`src/rtl/dircc_mem_pkg.sv`:
```
// -----------------------------------------------------------------------------
// dircc_mem_pkg
// Shared definitions for the per-node memory master: default bus widths and
// the burst-engine state encoding.
// -----------------------------------------------------------------------------
package dircc_mem_pkg;

   localparam int ADDR_W_DEF = 15;   // memory word-address width
   localparam int DATA_W_DEF = 16;   // memory data width
   localparam int LEN_W_DEF  = 8;    // burst length field (beats minus one)

   typedef enum logic [1:0] {
      ST_IDLE     = 2'd0,
      ST_WR       = 2'd1,
      ST_RD_ISSUE = 2'd2,
      ST_RD_DRAIN = 2'd3
   } state_t;

endpackage

```
`src/rtl/dircc_sync_fifo.sv`:
```
// -----------------------------------------------------------------------------
// dircc_sync_fifo
// Single-clock FIFO used as the read-return buffer. DEPTH must be a power of
// two (pointers wrap naturally). The occupancy count is exported so the
// issuing logic can compute read credits.
//
// Ports:
//   clk        clock
//   reset      synchronous active-high flush
//   push       write push_data (ignored when full)
//   push_data  data to enqueue
//   pop        consume head (ignored when empty)
//   pop_data   current head entry
//   empty      no entries stored
//   count      number of stored entries (0..DEPTH)
// -----------------------------------------------------------------------------
module dircc_sync_fifo #(
   parameter  int WIDTH = 16,
   parameter  int DEPTH = 4,
   localparam int PTR_W = $clog2(DEPTH),
   localparam int CNT_W = $clog2(DEPTH) + 1
) (
   input  logic             clk,
   input  logic             reset,
   input  logic             push,
   input  logic [WIDTH-1:0] push_data,
   input  logic             pop,
   output logic [WIDTH-1:0] pop_data,
   output logic             empty,
   output logic [CNT_W-1:0] count
);

   logic [WIDTH-1:0] mem [DEPTH];
   logic [PTR_W-1:0] wr_ptr;
   logic [PTR_W-1:0] rd_ptr;
   logic             full;
   logic             push_en;
   logic             pop_en;

   assign empty    = (count == '0);
   assign full     = (count == CNT_W'(DEPTH));
   assign pop_en   = pop && !empty;
   assign push_en  = push && !full;
   assign pop_data = mem[rd_ptr];

   // NOTE: sequential state uses non-blocking assignments so every register
   // samples pre-edge values, independent of block evaluation order.
   always_ff @(posedge clk) begin
      if (reset) begin
         wr_ptr <= '0;
         rd_ptr <= '0;
         count  <= '0;
      end else begin
         if (push_en) wr_ptr <= wr_ptr + 1'b1;
         if (pop_en)  rd_ptr <= rd_ptr + 1'b1;
         // Simultaneous push and pop leaves the occupancy unchanged.
         case ({push_en, pop_en})
            2'b10:   count <= count + 1'b1;
            2'b01:   count <= count - 1'b1;
            default: count <= count;
         endcase
      end
   end

   // NOTE: the storage array has no reset; a flush only clears the pointers
   // and count, which is all that is needed to make stale entries invisible.
   always_ff @(posedge clk) begin
      if (push_en) mem[wr_ptr] <= push_data;
   end

endmodule

```
`src/rtl/dircc_node_mem_master.sv`:
```
// -----------------------------------------------------------------------------
// dircc_node_mem_master
// Node-side initiator for one per-node memory port. Turns burst commands
// (base address + beats-1) into single-word accesses on a fixed-latency memory
// port with no waitrequest. Write data arrives on a valid/ready stream; read
// data leaves on a valid/ready stream buffered by a credit-limited FIFO so the
// consumer can apply backpressure without losing returning data.
//
// Ports:
//   clk_clk, reset_reset          clock, synchronous active-high reset
//   cmd_valid/ready/write/addr/len burst command handshake
//   wr_valid/ready/data           write-beat stream (accepted only in WR)
//   rd_valid/ready/data           read-beat stream (FIFO head)
//   busy                          burst in progress
//   done                          one-cycle pulse at burst completion
//   mem_address/write/writedata   registered memory request
//   mem_readdata                  memory data, READ_LATENCY after address
// -----------------------------------------------------------------------------
module dircc_node_mem_master
   import dircc_mem_pkg::*;
#(
   parameter int ADDR_W        = ADDR_W_DEF,
   parameter int DATA_W        = DATA_W_DEF,
   parameter int LEN_W         = LEN_W_DEF,
   parameter int READ_LATENCY  = 1,
   parameter int RD_FIFO_DEPTH = 4
) (
   input  logic              clk_clk,
   input  logic              reset_reset,
   input  logic              cmd_valid,
   output logic              cmd_ready,
   input  logic              cmd_write,
   input  logic [ADDR_W-1:0] cmd_addr,
   input  logic [LEN_W-1:0]  cmd_len,
   input  logic              wr_valid,
   output logic              wr_ready,
   input  logic [DATA_W-1:0] wr_data,
   output logic              rd_valid,
   input  logic              rd_ready,
   output logic [DATA_W-1:0] rd_data,
   output logic              busy,
   output logic              done,
   output logic [ADDR_W-1:0] mem_address,
   input  logic [DATA_W-1:0] mem_readdata,
   output logic              mem_write,
   output logic [DATA_W-1:0] mem_writedata
);

   localparam int PIPE_W = READ_LATENCY + 1;
   localparam int CNT_W  = $clog2(RD_FIFO_DEPTH) + 1;
   localparam int CR_W   = CNT_W + 1;   // holds fifo_count + inflight

   state_t            state;
   logic [ADDR_W-1:0] base;
   logic [LEN_W-1:0]  last_idx;         // beat count minus one
   logic [LEN_W-1:0]  idx;
   logic [ADDR_W-1:0] cur_addr;
   logic [PIPE_W-1:0] rd_pipe;          // one bit per outstanding read
   logic [CR_W-1:0]   inflight;
   logic [CR_W-1:0]   credit_used;
   logic [CNT_W-1:0]  fifo_count;
   logic              fifo_empty;
   logic              issue;

   // Wraps modulo 2^ADDR_W by construction of the adder width.
   assign cur_addr  = base + ADDR_W'(idx);

   assign cmd_ready = (state == ST_IDLE);
   assign busy      = (state != ST_IDLE);
   assign wr_ready  = (state == ST_WR);
   assign rd_valid  = !fifo_empty;

   // NOTE: every variable written in a combinational block gets a default at
   // the top so no path can leave it unassigned and infer a latch.
   always_comb begin
      inflight = '0;
      for (int i = 0; i < PIPE_W; i++) begin
         inflight = inflight + CR_W'(rd_pipe[i]);
      end
   end

   // A read may only be issued if its data is guaranteed a FIFO slot: stored
   // entries plus reads still travelling through the memory must leave room.
   assign credit_used = CR_W'(fifo_count) + inflight;
   assign issue       = (state == ST_RD_ISSUE) && (credit_used < CR_W'(RD_FIFO_DEPTH));

   always_ff @(posedge clk_clk) begin
      if (reset_reset) begin
         state         <= ST_IDLE;
         base          <= '0;
         last_idx      <= '0;
         idx           <= '0;
         mem_address   <= '0;
         mem_write     <= 1'b0;
         mem_writedata <= '0;
         done          <= 1'b0;
         rd_pipe       <= '0;
      end else begin
         mem_write <= 1'b0;
         done      <= 1'b0;
         // The top bit of the pipe lines up with mem_readdata being valid.
         rd_pipe   <= {rd_pipe[PIPE_W-2:0], issue};

         case (state)
            ST_IDLE: begin
               if (cmd_valid) begin
                  base     <= cmd_addr;
                  last_idx <= cmd_len;
                  idx      <= '0;
                  state    <= cmd_write ? ST_WR : ST_RD_ISSUE;
               end
            end

            ST_WR: begin
               if (wr_valid) begin
                  mem_write     <= 1'b1;
                  mem_address   <= cur_addr;
                  mem_writedata <= wr_data;
                  idx           <= idx + 1'b1;
                  // done and the final mem_write appear together, already in IDLE.
                  if (idx == last_idx) begin
                     done  <= 1'b1;
                     state <= ST_IDLE;
                  end
               end
            end

            ST_RD_ISSUE: begin
               if (issue) begin
                  mem_address <= cur_addr;
                  idx         <= idx + 1'b1;
                  if (idx == last_idx) state <= ST_RD_DRAIN;
               end
            end

            ST_RD_DRAIN: begin
               // Finished once nothing is in flight and the consumer took the last beat.
               if ((inflight == '0) && fifo_empty) begin
                  done  <= 1'b1;
                  state <= ST_IDLE;
               end
            end

            default: state <= ST_IDLE;
         endcase
      end
   end

   dircc_sync_fifo #(
      .WIDTH (DATA_W),
      .DEPTH (RD_FIFO_DEPTH)
   ) u_rd_fifo (
      .clk       (clk_clk),
      .reset     (reset_reset),
      .push      (rd_pipe[PIPE_W-1]),
      .push_data (mem_readdata),
      .pop       (rd_ready),
      .pop_data  (rd_data),
      .empty     (fifo_empty),
      .count     (fifo_count)
   );

endmodule

```
`config.mk`:
```
export PLATFORM = sky130hd
export DESIGN_NAME = dircc_node_mem_master
export DESIGN_NICKNAME = d
export VERILOG_FILES = /design/src/rtl/dircc_mem_pkg.sv /design/src/rtl/dircc_sync_fifo.sv /design/src/rtl/dircc_node_mem_master.sv
export SDC_FILE = /design/constraint.sdc
export NUM_CORES = 1
export LEC_CHECK = 0
export BUFFER_PORTS_ARGS = -buffer_cell sky130_fd_sc_hd__buf_4
export CAP_MARGIN = 10
export CORE_MARGIN = 2
export CORE_UTILIZATION = 34
export DETAILED_ROUTE_END_ITERATION = 10
export GPL_ROUTABILITY_DRIVEN = 0
export PLACE_DENSITY = 0.49
export SETUP_SLACK_MARGIN = 0.15
export SLEW_MARGIN = 20
export SYNTH_ARGS = -nofsm -noshare
export SYNTH_HDL_FRONTEND = slang
export SYNTH_HIERARCHICAL = 1
export SYNTH_SLANG_ARGS = --single-unit
```
`constraint.sdc`:
```
create_clock -name clk_clk -period 6.04 [get_ports clk_clk]
set_input_delay 0.302 -clock clk_clk [delete_from_list [all_inputs] [get_ports clk_clk]]
set_output_delay 0.302 -clock clk_clk [all_outputs]
set_load 0.005 [all_outputs]
```
Word-level counts from Yosys, hierarchy flattened
Memory sizes are Yosys's and may differ from the RTL's. A register that Yosys moved wholly into a read port is not among the register bits.
Index checks and enable logic that the tools add are counted.
- logic and storage cells: 80
- memories kept: 1
- flip-flop bits (word level): 75
- input bits: 61
- bits in writable memories: 64
- $lt $le $gt $ge: 1
- mux-type cells: 25
- equal/unequal tests: 13
- reduce and logical (&&, ||, !) cells: 19
- bitwise operators: 1
- $add $sub $neg: 8
- memories (memory ; depth ; bits a word ; read ports ; clocked after Yosys merged registers in ; write ports ; line ; text):
    u_rd_fifo.mem ; 4 ; 16 ; 1 ; 1 ; 1 ; dircc_sync_fifo.sv:33 ; logic [WIDTH-1:0] mem [DEPTH];
- operators by type and width (kind ; count):
    $mux W15 ; 2
    $pmux W15 S2 ; 1
    $mux W8 ; 3
    $pmux W8 S3 ; 1
    $mux W2 ; 9
    $add A15 B8 Y15 ; 1
    $add A8 B1 Y8 const B ; 1
    $eq A8 B8 Y1 ; 1
    $ne A2 B2 Y1 const B ; 4
    $pmux W2 S4 ; 1
    $eq A2 B2 Y1 const B ; 3
    $mux W1 ; 6
    $pmux W3 S2 ; 1
    $reduce_and A6 Y1 ; 1
    $reduce_bool A2 Y1 ; 3
    $add A2 B1 Y2 const B ; 2
    $add A3 B2 Y4 ; 1
    $eq A2 B1 Y1 const B ; 2
    $logic_and A1 B1 Y1 ; 4
    $logic_not A4 Y1 ; 1
    $lt A4 B3 Y1 const B ; 1
    $ne A2 B1 Y1 const B ; 2
    $reduce_and A2 Y1 ; 2
    $reduce_and A4 Y1 ; 1
    other kinds (12) ; 13

Longest topological paths before layout
- depth after elaboration: 6
- gate-level depth with buffers: 9
- depth with buffers taken out: 9

By module
The synthesis kept the hierarchy.
- modules (own cells, without submodules) (module ; sequential area each (um2) ; cells each ; times used ; area each (um2)):
    dircc_node_mem_master ; 1361.3 ; 405 ; 1 ; 3243.1
    dircc_sync_fifo ; 2102.0 ; 137 ; 1 ; 2834.0

Worst setup path before layout
No wires, ideal clock.
- kind: reg-to-reg
- start: register rd_pipe[0]
- end: register idx[7]
- path buffers: 0
- cell stages (with the launch flop): 8
- data required time: 5.970 ns
- data arrival time: 2.218 ns
- setup slack: 3.752 ns
- clock period less this slack: 2.288 ns
- cells stage by stage: dfxtp_1 ha_1 ha_1 a311o_2 a2111oi_4 nand2_2 or4_1 a21oi_1
- word-level cells in the longest chain between the ends: 6
- ends and longest elaborated chain (item ; line ; text):
    from (decl) ; dircc_node_mem_master.sv:58 ; logic [PIPE_W-1:0] rd_pipe;
    from (signal assigned) ; dircc_node_mem_master.sv:102 ; rd_pipe <= {rd_pipe[PIPE_W-2:0], issue};
    $add A1 B1 Y2 ; dircc_node_mem_master.sv:78 ; inflight = inflight + CR_W'(rd_pipe[i]);
    $add A3 B2 Y4 ; dircc_node_mem_master.sv:84 ; assign credit_used = CR_W'(fifo_count) + inflight;
    $lt A4 B3 Y1 ; dircc_node_mem_master.sv:85 ; assign issue = (state == ST_RD_ISSUE) && (credit_used < CR_W'(RD_FIFO_DEPTH));
    $logic_and A1 B1 Y1 ; dircc_node_mem_master.sv:85 ;
    $ne A2 B2 Y1 (no source line) ; n/a ;
    $reduce_and A4 Y1 (no source line) ; n/a ;
    to (signal assigned) ; dircc_node_mem_master.sv:119 ; idx <= idx + 1'b1;
    to (signal assigned) ; dircc_node_mem_master.sv:131 ; idx <= idx + 1'b1;
    to (decl) ; dircc_node_mem_master.sv:56 ; logic [LEN_W-1:0] idx;
No other way between the ends.
A chain may end at the register's enable or synchronous reset.

Worst setup path after layout
- start: register rd_pipe[1]
- end: register idx[7]
The elaborated chain is that of the path after synthesis.

==> flow_metrics.py <==
metrics = {
    "clocking": {
        "insertion_delay_ns": 0.42,
        "cts-root-buf": "clkbuf_16",
        "h-tree-depth": 4,
        "clk_pin_slew_worst_paths_ns": 0.06,
        "numCtsBuffers": 17,
        "hold_buffers": 0,
        "post_cts_buffers": 0,
        "cts_resized": 0,
        "cts_tree": "done",
        "clkSinkCount": 141,
        "clockBufferDepth": 2,
    },
    "synthesis": {
        "ys_warn_count": 6,
        "ys_ff_latch": 141,
        "async_flop_share_pct": 0,
        "synth_top_cell_area_share_pct": 31.62,
        "synth_seq_area_share_pct": 56.99,
        "syn_area_um2": 6077,
        "synth_area_leaders": "edfxtp_1, dfxtp_1, nand2_1",
        "synth_top_cell_by_area": "edfxtp_1",
        "ys.flop_type": "dfxtp_1",
        "synth_commonest_cells": "nand2_1, dfxtp_1, a21oi_1, edfxtp_1, ha_1",
        "synth_most_common_cell": "nand2_1",
        "synth_edf_count": 64,
        "yosysUniqueCellTypes": 51,
        "netlist_instances": 542,
        "avgSynthCellArea_um2": 11.21,
        "syn-num-nets": 628,
    },
    "cells_and_area": {
        "area_growth_pct": 26.64,
        "drive_gt1_share_pct": 24.92,
        "fin_nets": 735,
        "fillers": 1651,
        "fin_util_pct": 44.34,
        "diodes": 0,
    },
    "timing": {
        "worstMarginPinSlew_ns": 0.9585,
        "timing.final.ws_setup_ns": 3.516,
        "layout_min_cycle_time_ns": 2.524,
        "finalSetupTns_ns": 0,
        "skew_ns": 0.009056,
        "fin_crit_sh_pct": 41.79,
        "slew_viol_final": 0,
        "finalHoldViolCount": 0,
        "rsz0062_at_grt": "false",
        "setup_viol": 0,
        "timing.fmax_mhz": 396.2,
        "slew_headroom_pct": 36.10,
    },
    "placed_design": {
        "post-dp-hpwl_um": 9510,
        "io_buffers": 113,
        "place_ws_ns": 3.556,
    },
    "floorplan": {
        "start_util_pct": 35.01,
        "dieArea_um2": 18960,
        "core_um2": 17360,
        "num_io_pins": 114,
        "die_h_um": 137.7,
        "die_x_um": 137.7,
        "row_count": 48,
    },
    "route": {
        "remaining_drc_errors": 0,
        "final_antenna_net_count": 0,
        "via_count": 4378,
        "wl_per_cell_um": 15.64,
        "drt_iter0_markers": 232,
        "via_per_inst": 4.936,
        "drt_first_pass_iters": 5,
        "wl_um": 13870,
    },
    "power": {
        "ir_worst_vdd_uv": 209.5,
        "powerDensity_nw_per_um2": 376.5,
        "total_power_w": 0.002898,
        "p_leak_nw": 2.945,
    },
    "hold_path": {
        "whs_endpoint": "u_rd_fifo/mem[2][0]",
        "hold_class": "primary input to flip-flop",
        "min_path_cells": 1,
        "min_from": "mem_readdata[0]",
    },
    "global_routing": {
        "grt_pass1_vias": 4262,
        "grt_pass1_wl_um": 21920,
        "grt_max_degree": 83,
        "antenna_found_initial": 0,
        "grt_remaining_overflow": 0,
        "track_usage_pct": 15.11,
    },
    "critical_path": {
        "start_kind": "flip-flop",
        "crit_required_ns": 6.38,
        "worstPathArrival_ns": 2.86,
        "r2r_setup_slack_ns": 3.52,
        "cp-end-kind": "flip-flop",
        "r2r-start": "rd_pipe[1]",
        "critPathMaxFanout": 6,
        "reg2reg_depth": 7,
        "critPathKind": "flip-flop to flip-flop",
        "reg2reg_to": "idx[7]",
    },
    "job": {
        "cap_violations": 0,
    },
    "run_status": {
        "status": "finished, final reports clean",
    },
}
kinds of logic after synthesis:
| kind of cell | synth area share, % |
|---|---|
| and+or+nand+nor | 14.43 |
| DFF | 56.99 |
| AOI/OAI and AO/OA | 10.73 |
| buffers and inverters | 3.212 |
| adders and majority gates | 5.394 |
| xor gates and xnor gates | 2.594 |
| muxes | 6.650 |
per-layer routing:
metal	wire length [um]	vias to the layer above	global-route usage (%)
li1	-	2166	-
met1	6271	2080	19.45
met2	6458	120	24.43
met3	992	12	4.378
met4	150	0	5.045
met5	0	-	0
sequential cells by signal (all words and copies together), names as in the netlist, named ones only:
register	cells
mem_writedata	16
u_rd_fifo/mem	64
mem_write	1
u_rd_fifo/rd_ptr	2
mem_address	15
last_idx	8
base	15
state	2
u_rd_fifo/count	3
rd_pipe	2
u_rd_fifo/wr_ptr	2
done	1
idx	8
cells in the final DEF, fill, tap and decap left out, drive strengths merged, types with 3 or more instances in the layout:
master and instances:
inv 20, bufinv 4, nand4 5, dfxtp 77, edfxtp 64, a31oi 3
o21ai 17, nand4b 3, nor2 20, and2 10, nor4 4, mux4 16
buf 114, xnor2 3, nand2 107, a211oi 8, ha 23, nand2b 7
clkbuf 21, or2 3, or3 10, xor2 15, or4 3, clkinv 4
a21oi 64, nand3 8
critical path, stage by stage (launching register included):
cell and delay (ns):
dfxtp_1 0.33, ha_1 0.19, ha_1 0.28, a311o_2 0.38
a2111oi_4 0.53, nand2_2 0.16, or4_1 0.42, a21oi_1 0.16
where the power goes:
part | leakage, nW | internal, W | switching (W)
combinational | 1.45 | 0.000299 | 0.000348
sequential | 1.20 | 0.00109 | 0.0000820
clock | 0.293 | 0.000691 | 0.000385
how the worst max path moves through the flow:
stage	startpoint	to	slack [ns]	cells past startpoint
after floorplan	rd_pipe[0]	idx[7]	3.75	7
after global placement	state[1]	mem_address[9]	3.63	6
after detailed placement	rd_pipe[1]	idx[7]	3.56	7
after CTS	rd_pipe[1]	idx[7]	3.53	7
after global routing	rd_pipe[1]	idx[7]	3.36	7
final	rd_pipe[1]	idx[7]	3.52	7
stage by stage:
| step | instances | hold WS [ns] | cell area (um^2) |
|---|---|---|---|
| after floorplan | 542 | 0.4009 | 6077 |
| after global placement | 855 | 0.4442 | 7087 |
| after detailed placement | 855 | 0.4490 | 7088 |
| after CTS | 887 | 0.07024 | 7696 |
| after global routing | 887 | 0.07151 | 7696 |
| final | 887 | 0.08803 | 7696 |
cell type report:
type                    instances  area [um^2]  area share (%)
multi-input cells             357         2419           31.43
inverters                      18        67.56          0.8779
well taps                     225        281.5           3.658
flip-flops and latches        141         3465           45.02
clock inverters                11        167.7           2.179
repair buffers                114        855.8           11.12
clock buffers                  21        440.4           5.723
Note: power is estimated with default switching activity, not from simulation.
